`src/rtl/riscv_core_trap_ctrl.sv`:
```
// Machine-mode trap sequencer at the commit boundary: decodes ECALL/EBREAK/MRET/WFI, arbitrates against
// exceptions and interrupts, then sequences CSR save, flush and redirect. Optional macro: TRAP_CTRL_VECTORED_EN.
module riscv_core_trap_ctrl #(
    parameter int XLEN    = 64,
    parameter int NUM_IRQ = 16
) (
    input  logic               i_trap_clk,
    input  logic               i_trap_rst_n,
    input  logic               i_trap_instr_valid,
    input  logic [31:0]        i_trap_instr,
    input  logic [XLEN-1:0]    i_trap_pc,
    input  logic               i_trap_exc_valid,
    input  logic [3:0]         i_trap_exc_cause,
    input  logic [XLEN-1:0]    i_trap_exc_tval,
    input  logic [NUM_IRQ-1:0] i_trap_irq_pending,
    input  logic [NUM_IRQ-1:0] i_trap_irq_enable,
    input  logic               i_trap_mstatus_mie,
    input  logic [XLEN-1:0]    i_trap_mtvec,
    input  logic [XLEN-1:0]    i_trap_mepc,
    output logic               o_trap_stall,
    output logic               o_trap_flush,
    output logic               o_trap_redirect_valid,
    output logic [XLEN-1:0]    o_trap_redirect_pc,
    output logic               o_trap_csr_we,
    output logic [XLEN-1:0]    o_trap_mepc,
    output logic [XLEN-1:0]    o_trap_mcause,
    output logic [XLEN-1:0]    o_trap_mtval,
    output logic               o_trap_mstatus_enter,
    output logic               o_trap_mstatus_exit,
    output logic               o_trap_sleeping
);
    localparam int IDX_W = (NUM_IRQ > 1) ? $clog2(NUM_IRQ) : 1;

    localparam logic [31:0] INSTR_ECALL  = 32'h0000_0073;
    localparam logic [31:0] INSTR_EBREAK = 32'h0010_0073;
    localparam logic [31:0] INSTR_MRET   = 32'h3020_0073;
    localparam logic [31:0] INSTR_WFI    = 32'h1050_0073;

    typedef enum logic [1:0] {
        ST_IDLE     = 2'd0,
        ST_SAVE     = 2'd1,
        ST_REDIRECT = 2'd2,
        ST_SLEEP    = 2'd3
    } state_e;

    function automatic logic [IDX_W-1:0] highest_idx(input logic [NUM_IRQ-1:0] vec);
        logic [IDX_W-1:0] idx;
        idx = {IDX_W{1'b0}};
        for (int i = 0; i < NUM_IRQ; i++) begin
            idx = vec[i] ? IDX_W'(i) : idx;
        end
        return idx;
    endfunction

    state_e            state_q, state_d;
    logic [XLEN-1:0]   mepc_q, mepc_d;
    logic [XLEN-1:0]   mcause_q, mcause_d;
    logic [XLEN-1:0]   mtval_q, mtval_d;
    logic [XLEN-1:0]   tgt_q, tgt_d;
    logic              event_s;

    logic              csr_we_q, enter_q, exit_q, redirect_q, sleeping_q;
    logic [XLEN-1:0]   rpc_q, out_mepc_q, out_mcause_q, out_mtval_q;

    logic [NUM_IRQ-1:0] irq_active_s;
    logic               irq_hit_s, irq_take_s;
    logic [IDX_W-1:0]   irq_idx_s;
    logic [XLEN-1:0]    irq_cause_s;
    logic [XLEN-1:0]    vec_base_s, irq_vec_s, mret_tgt_s, pc_plus4_s;
    logic               unused_s;

    assign irq_active_s = i_trap_irq_pending & i_trap_irq_enable;
    assign irq_hit_s    = |irq_active_s;
    assign irq_take_s   = irq_hit_s & i_trap_mstatus_mie;
    assign irq_idx_s    = highest_idx(irq_active_s);
    assign irq_cause_s  = {1'b1, {(XLEN-1-IDX_W){1'b0}}, irq_idx_s};
    assign vec_base_s   = {i_trap_mtvec[XLEN-1:2], 2'b00};
    assign mret_tgt_s   = {i_trap_mepc[XLEN-1:2], 2'b00};
    assign pc_plus4_s   = i_trap_pc + {{(XLEN-3){1'b0}}, 3'd4};

`ifdef TRAP_CTRL_VECTORED_EN
    // Vectored mode only offsets interrupts; exceptions always land on the base.
    assign irq_vec_s = (i_trap_mtvec[1:0] == 2'b01) ? (vec_base_s + (XLEN'(irq_idx_s) << 2)) : vec_base_s;
    assign unused_s  = ^i_trap_mepc[1:0];
`else
    assign irq_vec_s = vec_base_s;
    assign unused_s  = ^{i_trap_mtvec[1:0], i_trap_mepc[1:0]};
`endif

    assign o_trap_stall = (state_q != ST_IDLE) | event_s;

    // Event arbitration and next-state selection.
    always_comb begin
        state_d  = state_q;
        mepc_d   = mepc_q;
        mcause_d = mcause_q;
        mtval_d  = mtval_q;
        tgt_d    = tgt_q;
        event_s  = 1'b0;
        case (state_q)
            ST_IDLE: begin
                if (i_trap_instr_valid) begin
                    if (irq_take_s) begin
                        event_s  = 1'b1;
                        state_d  = ST_SAVE;
                        mepc_d   = i_trap_pc;
                        mcause_d = irq_cause_s;
                        mtval_d  = {XLEN{1'b0}};
                        tgt_d    = irq_vec_s;
                    end else if (i_trap_exc_valid) begin
                        event_s  = 1'b1;
                        state_d  = ST_SAVE;
                        mepc_d   = i_trap_pc;
                        mcause_d = {{(XLEN-4){1'b0}}, i_trap_exc_cause};
                        mtval_d  = i_trap_exc_tval;
                        tgt_d    = vec_base_s;
                    end else if (i_trap_instr == INSTR_ECALL) begin
                        event_s  = 1'b1;
                        state_d  = ST_SAVE;
                        mepc_d   = i_trap_pc;
                        mcause_d = {{(XLEN-4){1'b0}}, 4'd11};
                        mtval_d  = {XLEN{1'b0}};
                        tgt_d    = vec_base_s;
                    end else if (i_trap_instr == INSTR_EBREAK) begin
                        event_s  = 1'b1;
                        state_d  = ST_SAVE;
                        mepc_d   = i_trap_pc;
                        mcause_d = {{(XLEN-4){1'b0}}, 4'd3};
                        mtval_d  = i_trap_pc;
                        tgt_d    = vec_base_s;
                    end else if (i_trap_instr == INSTR_MRET) begin
                        event_s  = 1'b1;
                        state_d  = ST_REDIRECT;
                        tgt_d    = mret_tgt_s;
                    end else if (i_trap_instr == INSTR_WFI) begin
                        // The wake-up interrupt returns past the WFI, so its mepc is captured now.
                        event_s  = 1'b1;
                        state_d  = ST_SLEEP;
                        mepc_d   = pc_plus4_s;
                    end else begin
                        state_d  = ST_IDLE;
                    end
                end else begin
                    state_d = ST_IDLE;
                end
            end
            ST_SAVE: begin
                state_d = ST_REDIRECT;
            end
            ST_REDIRECT: begin
                state_d = ST_IDLE;
            end
            ST_SLEEP: begin
                if (irq_take_s) begin
                    state_d  = ST_SAVE;
                    mcause_d = irq_cause_s;
                    mtval_d  = {XLEN{1'b0}};
                    tgt_d    = irq_vec_s;
                end else if (irq_hit_s) begin
                    state_d = ST_IDLE;
                end else begin
                    state_d = ST_SLEEP;
                end
            end
            default: begin
                state_d = ST_IDLE;
            end
        endcase
    end

    // State and captured trap context.
    always_ff @(posedge i_trap_clk or negedge i_trap_rst_n) begin
        if (!i_trap_rst_n) begin
            state_q  <= ST_IDLE;
            mepc_q   <= {XLEN{1'b0}};
            mcause_q <= {XLEN{1'b0}};
            mtval_q  <= {XLEN{1'b0}};
            tgt_q    <= {XLEN{1'b0}};
        end else begin
            state_q  <= state_d;
            mepc_q   <= mepc_d;
            mcause_q <= mcause_d;
            mtval_q  <= mtval_d;
            tgt_q    <= tgt_d;
        end
    end

    // Output registers decoded from the upcoming state; data buses read zero outside their strobe.
    always_ff @(posedge i_trap_clk or negedge i_trap_rst_n) begin
        if (!i_trap_rst_n) begin
            csr_we_q     <= 1'b0;
            enter_q      <= 1'b0;
            exit_q       <= 1'b0;
            redirect_q   <= 1'b0;
            sleeping_q   <= 1'b0;
            rpc_q        <= {XLEN{1'b0}};
            out_mepc_q   <= {XLEN{1'b0}};
            out_mcause_q <= {XLEN{1'b0}};
            out_mtval_q  <= {XLEN{1'b0}};
        end else begin
            csr_we_q     <= (state_d == ST_SAVE);
            enter_q      <= (state_d == ST_SAVE);
            exit_q       <= (state_q == ST_IDLE) && (state_d == ST_REDIRECT);
            redirect_q   <= (state_d == ST_REDIRECT);
            sleeping_q   <= (state_d == ST_SLEEP);
            rpc_q        <= (state_d == ST_REDIRECT) ? tgt_d : {XLEN{1'b0}};
            out_mepc_q   <= (state_d == ST_SAVE) ? mepc_d : {XLEN{1'b0}};
            out_mcause_q <= (state_d == ST_SAVE) ? mcause_d : {XLEN{1'b0}};
            out_mtval_q  <= (state_d == ST_SAVE) ? mtval_d : {XLEN{1'b0}};
        end
    end

    assign o_trap_csr_we         = csr_we_q;
    assign o_trap_mstatus_enter  = enter_q;
    assign o_trap_mstatus_exit   = exit_q;
    assign o_trap_redirect_valid = redirect_q;
    assign o_trap_flush          = redirect_q;
    assign o_trap_redirect_pc    = rpc_q;
    assign o_trap_sleeping       = sleeping_q;
    assign o_trap_mepc           = out_mepc_q;
    assign o_trap_mcause         = out_mcause_q;
    assign o_trap_mtval          = out_mtval_q;

endmodule
```
`config.mk`:
```
export PLATFORM = sky130hd
export DESIGN_NAME = riscv_core_trap_ctrl
export DESIGN_NICKNAME = d
export VERILOG_FILES = /design/src/rtl/riscv_core_trap_ctrl.sv
export SDC_FILE = /design/constraint.sdc
export NUM_CORES = 1
export LEC_CHECK = 0
export ABC_AREA = 0
export BUFFER_PORTS_ARGS = -buffer_cell sky130_fd_sc_hd__buf_2
export CORE_MARGIN = 1.5
export CORE_UTILIZATION = 45
export DETAILED_ROUTE_END_ITERATION = 8
export PLACE_DENSITY = 0.72
export SKIP_CTS_REPAIR_TIMING = 1
export SYNTH_ARGS = -nofsm -noshare
export SYNTH_HDL_FRONTEND = slang
export SYNTH_SLANG_ARGS = --single-unit
```
`constraint.sdc`:
```
create_clock -name i_trap_clk -period 5.45 [get_ports i_trap_clk]
set_input_delay 1.635 -clock i_trap_clk [delete_from_list [all_inputs] [get_ports i_trap_clk]]
set_output_delay 1.635 -clock i_trap_clk [all_outputs]
set_load 0.05 [all_outputs]
```
==> results.yml <==
run_status:
  run_status: "finished, final reports clean"
worst_setup_path:
  crit_path_end_kind: "primary output"
  critPathBufInv: 3
  worstPathCellList: "buf_2, nor4bb_1, buf_4, nand2_1, nor4_2, nor3_1, o21ai_2, buf_12"
  setup.reg_to_reg.worst_slack_ns: 2.38
  timing.critical_path.from_type: "input port"
  reg2reg_depth: 11
  crit_path_max_incr_delay_ns: 0.78
  worst_path_max_delay_cell: "sky130_fd_sc_hd__nor4bb_1"
  worst_setup_path_startpoint: "i_trap_instr[13]"
  cp_data_arrival_time_ns: 3.72
  worstReg2RegStart: "state_q[0]"
  cp.required_ns: 3.82
  crit_fanout: 3
  reg2reg_to: "o_trap_mepc[27]"
  critical_path_s_top_delay_family: "simple AND/OR/NAND/NOR gates"
  critPathKind: "in -> out"
floorplanning:
  die-width_microns: 229.8
  floorplan.die.height_microns: 229.8
  pin_count: 592
  floorplan.initialDensity: 0.4586
  core.rowCount: 82
  floorplan.die_area_sq_um: 52810
  core_area_sq_um: 50480
sta:
  setup-violations-final: 0
  slew_headroom: 0.2688
  totalNegativeSetupSlack_ns: 0
  fin_skew_ns: 0.01834
  post-route-min-period_ns: 5.356
  worst_slack_setup_final_ns: 0.09396
  fmax_ghz: 0.1867
  setup_repair_after_global_routing_missed_its_margin: "no"
  post-route-period-util: 0.9828
  worst_slew_pin_slew_ns: 1.097
  timing.final.max_slew_violations: 0
  hold_viol_final: 0
synthesis:
  postSynth.topFlopCell: "sky130_fd_sc_hd__dfrtp_1"
  synth_top_area_share: 0.5600
  avgSynthCellArea_sq_um: 10.96
  ys_seq_area_frac: 0.5600
  yosys_register_bits: 518
  netlist_instances: 2112
  synth_most_common_cell: "sky130_fd_sc_hd__dfrtp_1"
  mappedNetlistNets: 2445
  synth.area.top_cells: "sky130_fd_sc_hd__dfrtp_1 (56%), sky130_fd_sc_hd__and2_1 (7.7%), sky130_fd_sc_hd__a221o_1 (4.9%), sky130_fd_sc_hd__o21ai_0 (2.7%), sky130_fd_sc_hd__mux2i_1 (2.7%)"
  synthesis.area_sq_um: 23150
  synth.lib_cells_used.distinct: 77
  synth_enable_flop_cells: 0
  async_flop_share: 1.000
  post_synth_most_frequent_cells: "sky130_fd_sc_hd__dfrtp_1 (518), sky130_fd_sc_hd__and2_1 (285), sky130_fd_sc_hd__o21ai_0 (126)"
  yosysWarningCount: 0
  synth_area_leader_cell: "sky130_fd_sc_hd__dfrtp_1"
hold_path:
  worstHoldStart: "mcause_q[58]"
  holdPathEnd: "mcause_q[58]"
  whs_path_depth: 1
  worstHoldPathType: "reg -> reg"
global_routing:
  antenna_found_initial: 18
  grt_first_pass_wirelength_microns: 116800
  number_of_global_route_vias_before_repair: 19583
  grt_usage: 0.2857
  grt_start_max_net_pins: 118
  globalRouteOverflowTotal: 0
cts:
  clk_path_buf_depth: 3
  tritoncts.num_buffers: 55
  cts.sinks: 518
  clock_tree.htree_level_count: 2
  ctsRootBufferMaster: "sky130_fd_sc_hd__clkbuf_16"
  path_clk_slew_ns: 0.06
  tritoncts: "done"
  clock_latency_ns: 0.60
detailed_routing:
  avgViaCountPerCell: 5.895
  met2WireLength_microns: 36570
  dr_total_vias: 19802
  remaining_drc_errors: 0
  wl_per_cell_microns: 22.96
  detail_route.iter0.violations: 1740
  met3RoutedLength_microns: 6800
  dr.max_layer_used: "met5"
  detail_route.first_pass.iterations: 6
  antenna_violating_nets_post_route: 0
  routed_wl_microns: 77130
  detail_route.wirelength.met1_microns: 29800
final_layout:
  finish.cell_count_without_fillers: 3359
  multi_input_comb_area_sq_um: 9366
  layout.filler_cells: 4329
  drive_gt1_frac: 0.2951
  design.final.nets: 2970
  areaGrowthSynthToFinish_pct: 23.34
  regArea_sq_um: 12960
  final_core_utilization: 0.5656
placed_design:
  dp_cell_count: 3252
  place_congestion: 0.9569
  place_ws_ns: 0.04195
  hpwlAfterDp_microns: 53580
  io_buffer_count: 587
power:
  p_per_area_nw_per_um2: 348.8
  power.leakage_nw: 13.77
  vdd_ir_drop_max_v: 0.0002114
  post-layout-total-power_mw: 9.959
flow_run:
  max_cap_violations: 0
worst max path at each step:
| stage | to | slack (ns) | cells after the start |
|---|---|---|---|
| 2_1_floorplan | o_trap_stall | 0.005 | 9 |
| 3_3_place_gp | o_trap_redirect_pc[49] | 0.08 | 11 |
| 3_5_place_dp | o_trap_redirect_pc[49] | 0.04 | 11 |
| 4_1_cts | o_trap_stall | 0.11 | 8 |
| 5_1_grt | o_trap_stall | 0.03 | 9 |
| 6_report | o_trap_stall | 0.09 | 8 |
stage by stage:
step | hold slack, ns | instance area (sq um)
final | 0.4663 | 28550
after global routing | 0.4841 | 28550
after CTS | 0.4713 | 28530
after detailed placement | 0.4585 | 26690
after global placement | 0.4454 | 26690
after floorplan | 0.4327 | 23150
state kept, by name (all words and copies together) (netlist names):
name                  cells
o_trap_mtval             64
mcause_q                 64
tgt_q                    64
o_trap_mstatus_exit       1
mepc_q                   64
o_trap_redirect_pc       64
mtval_q                  64
o_trap_mepc              64
o_trap_sleeping           1
o_trap_mcause            64
state_q                   2
o_trap_flush              1
o_trap_mstatus_enter      1
power by group:
group | switching (mW) | total [mW] | internal [mW]
logic | 1.21 | 1.83 | 0.613
clock network | 1.55 | 3.78 | 2.22
registers | 0.170 | 4.36 | 4.19
metal layers:
| metal | track usage | vias to the layer above |
|---|---|---|
| met3 | 0.06994 | 225 |
| met5 | 0 | - |
| met2 | 0.4624 | 1078 |
| met4 | 0.1324 | 20 |
| met1 | 0.3617 | 9753 |
| li1 | - | 8726 |
cell usage in the layout, fill, tap and decap left out, types with 7 or more instances in the layout:
cell type	count
sky130_fd_sc_hd__o221a_2	12
sky130_fd_sc_hd__o22a_1	15
sky130_fd_sc_hd__o21ai_0	125
sky130_fd_sc_hd__nor3b_1	18
sky130_fd_sc_hd__inv_1	13
sky130_fd_sc_hd__mux2i_1	62
sky130_fd_sc_hd__a21oi_1	120
sky130_fd_sc_hd__nand4_1	22
sky130_fd_sc_hd__buf_12	10
sky130_fd_sc_hd__nor2_1	62
sky130_fd_sc_hd__a221o_1	113
sky130_fd_sc_hd__buf_4	42
sky130_fd_sc_hd__buf_2	585
sky130_fd_sc_hd__nor4_1	17
sky130_fd_sc_hd__diode_2	7
sky130_fd_sc_hd__nand3_1	33
sky130_fd_sc_hd__a22oi_1	7
sky130_fd_sc_hd__mux2_2	16
sky130_fd_sc_hd__clkbuf_1	10
sky130_fd_sc_hd__clkbuf_16	55
sky130_fd_sc_hd__and3_1	13
sky130_fd_sc_hd__a211oi_1	38
sky130_fd_sc_hd__nor3_1	46
sky130_fd_sc_hd__o221ai_1	18
sky130_fd_sc_hd__a31oi_1	13
sky130_fd_sc_hd__nor2b_1	63
sky130_fd_sc_hd__and2_1	285
sky130_fd_sc_hd__nand3b_1	48
sky130_fd_sc_hd__dfrtp_1	518
sky130_fd_sc_hd__nand2_1	122
sky130_fd_sc_hd__and4_1	10
sky130_fd_sc_hd__clkbuf_8	13
sky130_fd_sc_hd__o31ai_1	8
sky130_fd_sc_hd__clkinv_2	12
final cells by class:
type,instances,area share
flip-flops and latches,518,0.4540
diodes,7,0.0006136
clock inverters,22,0.008590
clock buffers,78,0.05579
well taps,672,0.02945
multi-input cells,1407,0.3281
repair buffers,638,0.1211
inverters,17,0.002323
kinds of logic (layout without fill, tap and decap cells):
group | count (synthesis) | in the layout | synth area share
simple gates | 782 | 782 | 0.1957
compound gates | 540 | 540 | 0.1674
flops | 518 | 518 | 0.5600
buf+inv | 187 | 755 | 0.03908
mux | 78 | 78 | 0.03459
fa+ha+maj | 4 | 4 | 0.002162
xor+xnor | 3 | 3 | 0.001135
other cells | 0 | 7 | 0
Note: power is estimated with default switching activity, not from simulation.
